`src/rtl/matmul_pkg.sv`:
```
// Shared constants and loader state type for the 2x2 matmul operand loader.
package matmul_pkg;

  localparam int ELEM_W        = 8;
  localparam int ELEMS_PER_MAT = 4;
  localparam int BEATS_PER_OP  = 8;
  localparam int MAT_W         = ELEM_W * ELEMS_PER_MAT;
  localparam int LOADED_W      = 3;
  localparam int HOLD_W        = 4;

  typedef enum logic {
    ST_LOAD  = 1'b0,
    ST_ISSUE = 1'b1
  } loader_state_e;

endpackage

```
`src/rtl/matmul_hold_timer.sv`:
```
// Counts the cycles an issued operand pair is held; done marks the final hold cycle.
module matmul_hold_timer
  import matmul_pkg::*;
#(
  parameter int HOLD_CYCLES = 2
) (
  input  logic clk,
  input  logic rst,
  input  logic load,
  input  logic count,
  output logic done
);

  localparam logic [HOLD_W-1:0] HOLD_LAST = HOLD_W'(HOLD_CYCLES);

  logic [HOLD_W-1:0] cnt_q;
  logic [HOLD_W-1:0] cnt_d;

  assign done = (cnt_q == HOLD_LAST);

  // load marks the first hold cycle as 1; the counter parks at 0 once the hold ends.
  always_comb begin
    cnt_d = cnt_q;
    if (load) begin
      cnt_d = HOLD_W'(1);
    end else if (count) begin
      if (done) begin
        cnt_d = '0;
      end else begin
        cnt_d = cnt_q + HOLD_W'(1);
      end
    end
  end

  always_ff @(posedge clk) begin
    if (rst) begin
      cnt_q <= '0;
    end else begin
      cnt_q <= cnt_d;
    end
  end

endmodule

```
`src/rtl/matmul_operand_loader.sv`:
```
// Collects 8 streamed elements into packed 2x2 A/B operands and holds them HOLD_CYCLES.
// Optional feature macro: MATMUL_LOADER_ZERO_IDLE_EN (A/B read 0 while op_valid is low).
module matmul_operand_loader
  import matmul_pkg::*;
#(
  parameter int HOLD_CYCLES = 2
) (
  input  logic              clk,
  input  logic              rst,
  input  logic [7:0]        in_data,
  input  logic              in_valid,
  output logic              in_ready,
  input  logic              flush,
  output logic [31:0]       A,
  output logic [31:0]       B,
  output logic              op_valid,
  output logic [2:0]        loaded
);

  localparam int                 NUM_SHADOW  = BEATS_PER_OP - 1;
  localparam logic [LOADED_W-1:0] LAST_BEAT  = LOADED_W'(BEATS_PER_OP - 1);

  loader_state_e              state_q;
  loader_state_e              state_d;
  logic [LOADED_W-1:0]        loaded_q;
  logic [LOADED_W-1:0]        loaded_d;
  logic [MAT_W-1:0]           a_q;
  logic [MAT_W-1:0]           a_d;
  logic [MAT_W-1:0]           b_q;
  logic [MAT_W-1:0]           b_d;
  logic [NUM_SHADOW*ELEM_W-1:0] shadow_flat;

  logic in_load;
  logic beat_accept;
  logic timer_load;
  logic timer_count;
  logic timer_done;

  assign in_load     = (state_q == ST_LOAD);
  assign beat_accept = in_valid && in_load && !flush;

  // Only the first seven beats are parked; the eighth goes straight into B22.
  for (genvar gi = 0; gi < NUM_SHADOW; gi++) begin : g_shadow
    logic [ELEM_W-1:0] sh_q;
    logic [ELEM_W-1:0] sh_d;

    always_comb begin
      sh_d = sh_q;
      if (in_load && flush) begin
        sh_d = '0;
      end else if (beat_accept && (loaded_q == LOADED_W'(gi))) begin
        sh_d = in_data;
      end
    end

    always_ff @(posedge clk) begin
      if (rst) begin
        sh_q <= '0;
      end else begin
        sh_q <= sh_d;
      end
    end

    assign shadow_flat[gi*ELEM_W +: ELEM_W] = sh_q;
  end

  matmul_hold_timer #(
    .HOLD_CYCLES (HOLD_CYCLES)
  ) u_hold_timer (
    .clk   (clk),
    .rst   (rst),
    .load  (timer_load),
    .count (timer_count),
    .done  (timer_done)
  );

  always_comb begin
    state_d     = state_q;
    loaded_d    = loaded_q;
    a_d         = a_q;
    b_d         = b_q;
    timer_load  = 1'b0;
    timer_count = 1'b0;
    case (state_q)
      ST_LOAD: begin
        if (flush) begin
          loaded_d = '0;
        end else if (beat_accept) begin
          if (loaded_q == LAST_BEAT) begin
            a_d        = shadow_flat[MAT_W-1:0];
            b_d        = {in_data, shadow_flat[NUM_SHADOW*ELEM_W-1:MAT_W]};
            loaded_d   = '0;
            state_d    = ST_ISSUE;
            timer_load = 1'b1;
          end else begin
            loaded_d = loaded_q + LOADED_W'(1);
          end
        end
      end
      ST_ISSUE: begin
        // flush and in_data are deliberately ignored until the hold completes.
        timer_count = 1'b1;
        if (timer_done) begin
          state_d = ST_LOAD;
        end
      end
      default: begin
        state_d = ST_LOAD;
      end
    endcase
  end

  always_ff @(posedge clk) begin
    if (rst) begin
      state_q  <= ST_LOAD;
      loaded_q <= '0;
      a_q      <= '0;
      b_q      <= '0;
    end else begin
      state_q  <= state_d;
      loaded_q <= loaded_d;
      a_q      <= a_d;
      b_q      <= b_d;
    end
  end

  assign in_ready = in_load;
  assign op_valid = (state_q == ST_ISSUE);
  assign loaded   = loaded_q;

`ifdef MATMUL_LOADER_ZERO_IDLE_EN
  assign A = op_valid ? a_q : '0;
  assign B = op_valid ? b_q : '0;
`else
  assign A = a_q;
  assign B = b_q;
`endif

endmodule
```
`config.mk`:
```
export PLATFORM = sky130hd
export DESIGN_NAME = matmul_operand_loader
export DESIGN_NICKNAME = d
export VERILOG_FILES = /design/src/rtl/matmul_pkg.sv /design/src/rtl/matmul_hold_timer.sv /design/src/rtl/matmul_operand_loader.sv
export SDC_FILE = /design/constraint.sdc
export NUM_CORES = 1
export LEC_CHECK = 0
export CAP_MARGIN = 5
export CORE_ASPECT_RATIO = 1.75
export CORE_UTILIZATION = 48
export DETAILED_ROUTE_END_ITERATION = 8
export HOLD_SLACK_MARGIN = 0.08
export PLACE_DENSITY = 0.76
export RECOVER_POWER = 25
export SLEW_MARGIN = 0
export SYNTH_ARGS = -nofsm -noshare
export SYNTH_HDL_FRONTEND = slang
export SYNTH_SLANG_ARGS = --single-unit
export TNS_END_PERCENT = 100
```
`constraint.sdc`:
```
create_clock -name clk -period 1.4 [get_ports clk]
set_input_delay 0.28 -clock clk [delete_from_list [all_inputs] [get_ports clk]]
set_output_delay 0.28 -clock clk [all_outputs]
set_load 0.05 [all_outputs]
```
==> metrics <==
max-cap viol count=0; initial antenna violation count=0; LEAKAGE=slightly below 3 nW; fill count=between 600 and 700; commonest cells in the netlist=nand2_1 (131), dfxtp_1 (128), a21oi_1 (68); slew at the pin closest to its max-slew limit=0.345 ns; Primary FF master, synth=dfxtp_1; Clk Latency, worst-skew pair=0.42 ns; drt wl/cell=around 20 µm; vias in the first global route=~4.6k; Die W=79.3 µm; Setup WS pre-CTS=-0.410 ns; DRC Markers=0; Ports=81; Max IR drop VDD=roughly 1.5 mV; Reg clk slew, reported paths=0.05 ns; CP Max Fanout=10; most numerous cell in the Yosys netlist=nand2_1; Setup TNS Final=-7.07 ns; final worst slack=-0.220 ns; Peak Freq=between 600 and 700 MHz; top cells by area, synth=dfxtp_1 (51%), mux2i_1 (11%), nand2_1 (9.8%); CTS tree=built; post-synth top area cell=dfxtp_1; fraction of layout instances using a drive strength above 1=between 30% and 40%; power per cell area=approximately 1200 nW/µm²; synthesis-to-layout area growth=49.1%; critical path launch point type=flip-flop; WL final=16000 µm; H-tree depth=4; CP endpoint kind=flip-flop; Root Driver=clkbuf_16; non-filler cells, final=a little under 800; pin count of the biggest net entering global routing=70; Num Clock Sinks=approximately 130; GPL Wtd Cong=approximately 0.80; Slew Limit Fails=0; critical path type=reg2reg; Arr. time, crit path=between 1.5 and 2 ns; status=finished, violations left; syn_area_per_cell=about 9.4 µm²; Syn Nets=~550; Mapped Area=around 5000 µm²; Final Skew=between 0.008 and 0.009 ns; Hold Vio Cnt, Final=0; post-synth top area share=51.0%; period utilisation layout=116%; # setup viols final=slightly below 80; Post-Syn Instances=roughly 540; initial drt markers=between 400 and 500; Cells after DPL=between 700 and 800; Ys Warns=0; final core occ=between 70% and 80%; number of buffers created by CTS=17; Routed Antenna Nets=0; Vias per Instance=roughly 5.9; Final HPWL DP=slightly below 9000 µm; RSZ-0062 raised after global routing=yes; CP Data Required Time=roughly 1.7 ns; GRT overflow=0; PortBufs=80; Initial Util=about half; Yosys cell types=32; failing checks=setup timing; # hold bufs at CTS=0; Seq/Total Area, Yosys=51.0%; Die Area=between 10000 and 15000 µm²; first-pass GRT wire length=~24000 µm; Longest Clk Path Bufs=2; Final Critical Period=1.62 ns; Ant. Diodes=0; Vias=4642; Die Height=~140 µm; Post-synth EDFFs=0; Slew headroom=between 70% and 80%; Total Routing Usage GR=between 20 and 30%; Post-synth ARST share=0%; #FFs+latches synth=between 100 and 150; Hold/Removal Path Class=in2reg; row cnt=about 50; first drt pass iteration count=5; nets@finish=663; Core Box Area=10200 µm²
metrics by stage:
stage / cell area (µm²) / power [W] / hold WS [ns]
detailed placement: 6850 / 0.00404 / 0.447
floorplan: 5070 / 0.00388 / 0.416
global route: 7480 / 0.00885 / 0.397
global placement: 6850 / 0.00403 / 0.442
finish: 7480 / 0.00866 / 0.364
CTS: 7750 / 0.00862 / 0.355
power by group:
group | total, W | internal, W | switching (W)
sequential | 0.00365 | 0.00365 | 0.00000634
combinational | 0.000348 | 0.000135 | 0.000213
clock | 0.00466 | 0.00301 | 0.00164
layout make-up:
| cell class | count | area [µm²] | area share [%] |
|---|---|---|---|
| multi-input cells | 356 | 2360 | 31.6 |
| clock buffers | 25 | 537 | 7.17 |
| flip-flops and latches | 128 | 2570 | 34.4 |
| inverters | 7 | 30.0 | 0.401 |
| well taps | 127 | 159 | 2.12 |
| repair buffers | 135 | 1720 | 23.0 |
| clock inverters | 7 | 95.1 | 1.27 |
cells by family after synthesis:
logic type                 Yosys count  synth area share, %
and+or+nand+nor                    160                 14.1
AOI/OAI and AO/OA                  132                 16.3
xor gates and xnor gates             2                0.349
muxes                               56                 11.2
buffers and inverters               52                 5.56
DFF                                128                 51.0
adders and majority gates            6                 1.50
state kept, by name, summed over array words and instances, names as in the netlist:
register / cells
A: 32
B: 32
g_shadow.sh_q: 56
loaded: 3
op_valid: 1
u_hold_timer.cnt_q: 4
cells in the final DEF, fill, tap and decap left out, types with 3 or more instances in the layout:
cell type        netlist  routed
nand2_1              131     127
dfxtp_1              128     124
a21oi_1               68      56
o211ai_1              56      56
mux2i_1               56      55
buf_12                 0      52
buf_4                  5      33
clkbuf_2               0      27
clkbuf_16              0      19
a21oi_2                0      12
nor2_1                13      12
clkdlybuf4s50_1        0       9
clkbuf_8               0       6
buf_6                  6       6
nand3_4                4       5
inv_2                  2       4
nand4_1                3       3
ha_4                   0       3
dfxtp_4                0       3
buf_8                  0       3
critical path, cell delays in order (launching register included):
cell      delay, ns
dfxtp_4        0.36
ha_4           0.15
ha_4           0.16
and4bb_4       0.32
buf_12         0.15
buf_12         0.13
nand2_1        0.11
a21oi_2        0.16
per-layer routing:
| layer | vias to the layer above | GRT usage (%) | part of all wire (%) | wire (µm) |
|---|---|---|---|---|
| met5 | - | 0 | 0 | 0 |
| met4 | 0 | 18.6 | 6.2 | 995 |
| met3 | 86 | 5.83 | 5.6 | 892 |
| met2 | 252 | 51.3 | 53 | 8470 |
| met1 | 2225 | 30.7 | 35 | 5660 |
| li1 | 2079 | - | - | - |
timing repair:
item | CTS | global route
resized for setup | 17 | 35
cloned | 3 | 1
setup endpoints to repair | 93 | 124
setup buffers | 9 | 3
pin swaps | 1 | 6
worst paths after layout:
check	slack (ns)	depth (start not counted)	startpoint	to
setup / recovery	-0.22	7	loaded[1]$_SDFFE_PP0P_	A[22]$_SDFFE_PP0P_
hold / removal	0.36	3	rst	A[13]$_SDFFE_PP0P_
setup reg to reg	-0.22	7	loaded[1]$_SDFFE_PP0P_	A[22]$_SDFFE_PP0P_
hold reg to reg	0.45	2	B[13]$_SDFFE_PP0P_	B[13]$_SDFFE_PP0P_
No activity file was read; power rests on OpenSTA's default activity.
